===== src/rtl/ctrl_seq.sv =====
// rtl/ctrl_seq.sv - 6-state one-hot control sequencer for the 8-bit CPU (optional jump decode: CU_JMP_EN)
module ctrl_seq (
    input  logic       clk,
    input  logic       rst_n,
    input  logic       cu_en,
    input  logic [3:0] ir_ins,
    output logic [5:0] t_state,
    output logic       pc_inc,
    output logic       pc_out,
    output logic       pc_ld,
    output logic       mar_in,
    output logic       ram_out,
    output logic       ir_in,
    output logic       ir_out,
    output logic       acc_in,
    output logic       acc_out,
    output logic       b_in,
    output logic       alu_sub,
    output logic       alu_out,
    output logic       out_in,
    output logic       halt
);

    localparam logic [3:0] OP_LDA = 4'b0000;
    localparam logic [3:0] OP_ADD = 4'b0001;
    localparam logic [3:0] OP_SUB = 4'b0010;
`ifdef CU_JMP_EN
    localparam logic [3:0] OP_JMP = 4'b0011;
`endif
    localparam logic [3:0] OP_OUT = 4'b1110;
    localparam logic [3:0] OP_HLT = 4'b1111;

    typedef enum logic [5:0] {
        T1 = 6'b000001,
        T2 = 6'b000010,
        T3 = 6'b000100,
        T4 = 6'b001000,
        T5 = 6'b010000,
        T6 = 6'b100000
    } t_state_e;

    t_state_e state_q;
    logic     halt_q;
    logic     active;
    logic     hlt_dec;

    // rst_n gates the decode so the control word is quiet throughout reset, not only after the edge
    assign active  = rst_n & cu_en & ~halt_q;
    assign hlt_dec = active & (state_q == T4) & (ir_ins == OP_HLT);
    assign halt    = halt_q | hlt_dec;
    assign t_state = state_q;

    always_ff @(posedge clk or negedge rst_n) begin
        if (!rst_n) begin
            state_q <= T1;
            halt_q  <= 1'b0;
        end else if (hlt_dec) begin
            halt_q <= 1'b1;
        end else if (active) begin
            case (state_q)
                T1:      state_q <= T2;
                T2:      state_q <= T3;
                T3:      state_q <= T4;
                T4:      state_q <= T5;
                T5:      state_q <= T6;
                default: state_q <= T1;
            endcase
        end
    end

    always_comb begin
        pc_inc  = 1'b0;
        pc_out  = 1'b0;
        pc_ld   = 1'b0;
        mar_in  = 1'b0;
        ram_out = 1'b0;
        ir_in   = 1'b0;
        ir_out  = 1'b0;
        acc_in  = 1'b0;
        acc_out = 1'b0;
        b_in    = 1'b0;
        alu_sub = 1'b0;
        alu_out = 1'b0;
        out_in  = 1'b0;
        if (active) begin
            case (state_q)
                T1: begin
                    pc_out = 1'b1;
                    mar_in = 1'b1;
                end
                T2: pc_inc = 1'b1;
                T3: begin
                    ram_out = 1'b1;
                    ir_in   = 1'b1;
                end
                T4: begin
                    case (ir_ins)
                        OP_LDA, OP_ADD, OP_SUB: begin
                            ir_out = 1'b1;
                            mar_in = 1'b1;
                        end
                        OP_OUT: begin
                            acc_out = 1'b1;
                            out_in  = 1'b1;
                        end
`ifdef CU_JMP_EN
                        OP_JMP: begin
                            ir_out = 1'b1;
                            pc_ld  = 1'b1;
                        end
`endif
                        default: ;
                    endcase
                end
                T5: begin
                    case (ir_ins)
                        OP_LDA: begin
                            ram_out = 1'b1;
                            acc_in  = 1'b1;
                        end
                        OP_ADD, OP_SUB: begin
                            ram_out = 1'b1;
                            b_in    = 1'b1;
                        end
                        default: ;
                    endcase
                end
                T6: begin
                    if (ir_ins == OP_ADD || ir_ins == OP_SUB) begin
                        alu_out = 1'b1;
                        acc_in  = 1'b1;
                        alu_sub = (ir_ins == OP_SUB);
                    end
                end
                default: ;
            endcase
        end
    end

endmodule

===== config.mk =====
export PLATFORM = sky130hd
export DESIGN_NAME = ctrl_seq
export DESIGN_NICKNAME = d
export VERILOG_FILES = /design/src/rtl/ctrl_seq.sv
export SDC_FILE = /design/constraint.sdc
export NUM_CORES = 1
export LEC_CHECK = 0
export ABC_AREA = 1
export CELL_PAD_IN_SITES_DETAIL_PLACEMENT = 1
export CELL_PAD_IN_SITES_GLOBAL_PLACEMENT = 2
export CORE_MARGIN = 8
export CORE_UTILIZATION = 20
export CTS_CLUSTER_DIAMETER = 150
export DETAILED_ROUTE_END_ITERATION = 7
export PLACE_DENSITY_LB_ADDON = 0.1
export SLEW_MARGIN = 25
export SYNTH_ARGS = -nofsm -noshare
export SYNTH_HDL_FRONTEND = slang
export SYNTH_SLANG_ARGS = --single-unit

===== constraint.sdc =====
create_clock -name clk -period 2.4 [get_ports clk]
set_input_delay 0.48 -clock clk [delete_from_list [all_inputs] [get_ports clk]]
set_output_delay 0.48 -clock clk [all_outputs]
set_load 0.01 [all_outputs]

After elaboration in Yosys (flattened, before gate mapping)
Cells that the tools add are included.
Cells by class
  equality and inequality tests: 10
  mux-type cells: 29
  bitwise operators: 7
  reduce and logical (&&, ||, !) cells: 5
Operator list (number)
  $pmux W6 S5: 1
  $mux W1: 25
  $eq A4 B4 Y1 const B: 2
  $eq A6 B1 Y1 const B: 1
  $eq A6 B2 Y1 const B: 1
  $eq A6 B3 Y1 const B: 1
  $eq A6 B4 Y1 const B: 1
  $eq A6 B5 Y1 const B: 1
  $eq A6 B6 Y1 const B: 1
  $pmux W1 S2: 3
  $and A1 B1 Y1: 4
  $eq A4 B1 Y1 const B: 1
  $eq A4 B2 Y1 const B: 1
  $logic_not A4 Y1: 1
  $reduce_or A3 Y1: 1
  $not A1 Y1: 2
  $reduce_and A2 Y1: 1
  $reduce_or A2 Y1: 1
  $logic_or A1 B1 Y1: 1
  $or A1 B1 Y1: 1
Word-level totals
  register bits after elaboration: 7
  logic and storage cells: 53

Depth between registers and ports, before layout
Gate-level depths: netlist of the first run.
  word-level depth: 6
  depth in mapped cells: 8

Least setup slack after synthesis of the first run
OpenSTA, ideal clock, no wires.
  kind: in2out
  start: input rst_n
  end: output out_in
  arrival time: 1353 ps
  required time: 1920 ps
  setup slack: 567 ps
  stages: 5
  buffers on the path: 1
  path through: nand3_1 inv_1 nand4_1 nor2_1 buf_4
Between the ends
  cells in the longest elaborated chain, start to end: 3
Ends and longest elaborated chain
  start, declared: RTL line 4  | input logic rst_n,
  $and A1 B1 Y1 (2 in a row): RTL line 48  | assign active = rst_n & cu_en & ~halt_q;
  $mux W1
  end, declared: RTL line 20  | output logic out_in,
No other way between the ends.

Worst setup path after layout of the first run
  start: input rst_n
  end: output mar_in
Between the ends
  cells in the longest elaborated chain, start to end: 3
Ends and longest elaborated chain
  $and A1 B1 Y1 (2 in a row): RTL line 48
  $mux W1: RTL line 85  | if (active) begin
  end, declared: RTL line 11  | output logic mar_in,
No other way between the ends.

==> flow_summary.toml, run 1 <==
[status]
outcome = "finished clean"

[global_routing]
gr-total-overflow = 0
grt_max_degree = 13
grt_pass1_vias = 651
grt_first_pass_wirelength_um = 3220
track_usage = 0.0919
antenna_found_initial = 0

[power_and_ir_drop]
p_per_area_nw_per_um2 = 294
seq_power_share = 0.450
ir_drop_mv = 0.162
switching_share = 0.243
power.leakage_uw = 0.000444
clkPwrFrac = 0.439
power_frac_comb = 0.112
intPower_uw = 199
total_power_uw = 263
p_switching_uw = 63.8

[sta]
finalMaxSlewViolations = 0
fmax_mhz = 429
rsz0062_at_grt = "no"
finalSetupViolations = 0
hold_viol = 0
skew_ps = 7.96
period_needed_ps = 2330
setup_tns_ps = 0
fin_crit_sh = 0.970
whs_ps = 503

[floorplan]
dieArea_um2 = 4570
io_pins = 27
coreArea_um2 = 2500
start_util = 0.213
die_y_um = 67.6
rows = 18
die_width_um = 67.6

[setup_path]
rr_startpoint = "t_state[5]"
reg2reg_slack_ps = 1030
cp_max_fo = 3
crit_path_start_kind = "input pin"
r2r-end = "t_state[0]"
crit_path_start = "rst_n"
reg2reg_depth = 7
crit_type = "input pin to output pin"
worstPathArrival_ps = 1850
path_buf_inv = 4
path_delay_family = "buffers and inverters"
crit_required_ps = 1920
crit_path_max_incr_delay_ps = 480
endpoint_kind = "output pin"
crit_path_top_delay_cell = "clkdlybuf4s50_1"
crit_chain = "clkdlybuf4s50_1 -> nand3_1 -> inv_1 -> nand4_1 -> buf_4 -> o22ai_1 -> dlygate4sd2_1"

[synthesis]
synthTopCellsByArea = "dfrtp_1 (28%), nor2_1 (15%), nand2_1 (11%), nand3_1 (9.4%), o21ai_2 (8.2%)"
synth_nets = 88
avgSynthCellArea_um2 = 6.56
ys_ff_latch = 7
yosysTopAreaCellShare = 0.282
yosysUniqueCellTypes = 15
syn_inst = 81
synth-seq-area-share = 0.332
ys_warn_count = 0
synth_area_leader_cell = "dfrtp_1"
synth_area_um2 = 532

[clocking]
cts-htree-levels = 1
cts_tree = "yes"
worstSkewPairLatency_ps = 260
clk_pin_slew_ps = 60
clockBufferDepth = 2
hold_buffers = 0
cts-root-buf = "clkbuf_4"
cts_sinks = 7
cts_buffers = 3

[placed_design]
placed_area_um2 = 876
hpwl_um = 1640
dp_cells = 144
portBuffers = 25
gp_congestion = 0.767

[drt]
drc = 0
wirelength_um = 1990
num_vias = 638
firstDrtPassIters = 4
wl_per_cell_um = 13.3
ant_nets = 0
vias_per_cell = 4.25
drt_iter0_drc = 7

[min_path]
hold_path_class = "register to register"
holdCritStartpoint = "halt_q"
hold_depth = 2
min_to = "halt_q"

[finish]
fill_cells = 333
fin_cells = 150
area_growth_pct = 68.0
diodes = 0
nNetsFinal = 128
final_common_cell = "nor2_1"
fin_area_um2 = 893
final_cell_mix = "nor2_1 (21), nand2_1 (15), buf_4 (13)"
drive_gt1_frac = 0.217

[job]
maxCapViolCount = 0
## Yosys cell counts
| cell | number |
|---|---|
| buf_6 | 1 |
| dfrtp_1 | 6 |
| nand3_1 | 10 |
| nand3_2 | 1 |
| nor2_2 | 1 |
| nor2_1 | 21 |
| o21ai_0 | 3 |
| nand4_1 | 2 |
| inv_1 | 9 |
| dfstp_2 | 1 |
| o22ai_1 | 3 |
| conb_1 | 1 |
| o21ai_2 | 5 |
| buf_4 | 2 |
| nand2_1 | 15 |
## final cells by class
class,instances,area (um^2),area share
inverters,9,33.8,0.0378
repair buffers,38,324,0.363
well taps,30,37.5,0.0420
multi-input cells,62,295,0.331
flip-flops and latches,7,176,0.197
clock buffers,4,26.3,0.0294
## sequential cells by signal (all words and copies together) (netlist names)
| signal | flops |
|---|---|
| halt_q | 1 |
| t_state | 6 |
## power groups by stage
stage / Sequential, uW / Combinational (uW) / Clock [uW]
after CTS: 118 / 29.8 / 124
after detailed placement: 120 / 29.7 / 0
after global placement: 120 / 29.4 / 0
after floorplan: 120 / 6.47 / 0
after global routing: 118 / 32.3 / 129
final: 118 / 29.3 / 115
## logic make-up after synthesis
| group | after synthesis | share of synthesized area |
|---|---|---|
| DFF | 7 | 0.332 |
| and+or+nand+nor | 50 | 0.402 |
| other | 1 | 0.00705 |
| buffers and inverters | 12 | 0.113 |
| AOI/OAI and AO/OA | 11 | 0.146 |
## tightest hold or removal path, delay by kind of cell, from the launching register on
family / cells / cell delay [ps]
AO/OA/AOI/OAI: 1 / 80
buffers and inverters: 1 / 60
flip-flops: 1 / 320
## metrics by stage
stage | setup slack, ps | utilization
finish | 71.1 | 0.357
global route | 0.952 | 0.357
CTS | -34.9 | 0.357
detailed placement | -204 | 0.350
global placement | -183 | 0.350
floorplan | 567 | -
## repair_timing
item	4_1_cts	5_1_grt
pin swaps	1	0
endpoints found under the setup margin	13	2
resized for setup	14	4
buffers inserted	1	1
## how the worst max path moves through the flow
stage / endpoint / cells past startpoint / slack (ps)
after detailed placement: halt / 6 / -200
after CTS: acc_out / 7 / -30
after floorplan: out_in / 5 / 570
after global placement: halt / 6 / -180
final: mar_in / 7 / 70
after global routing: halt / 7 / 1
## metal layers
metal / part of all wire / global-route usage
met1: 0.48 / 0.123
met2: 0.44 / 0.134
met3: 0.068 / 0.0397
met4: 0.0045 / 0.0157
met5: 0 / 0
Power figures use the tool's default switching activity.
==> run 2, diff against run 1 <==
- TNS_END_PERCENT: not set -> 100
==> results of run 2 <==
The final DEF is identical to that of run 1; final timing and power are the same.
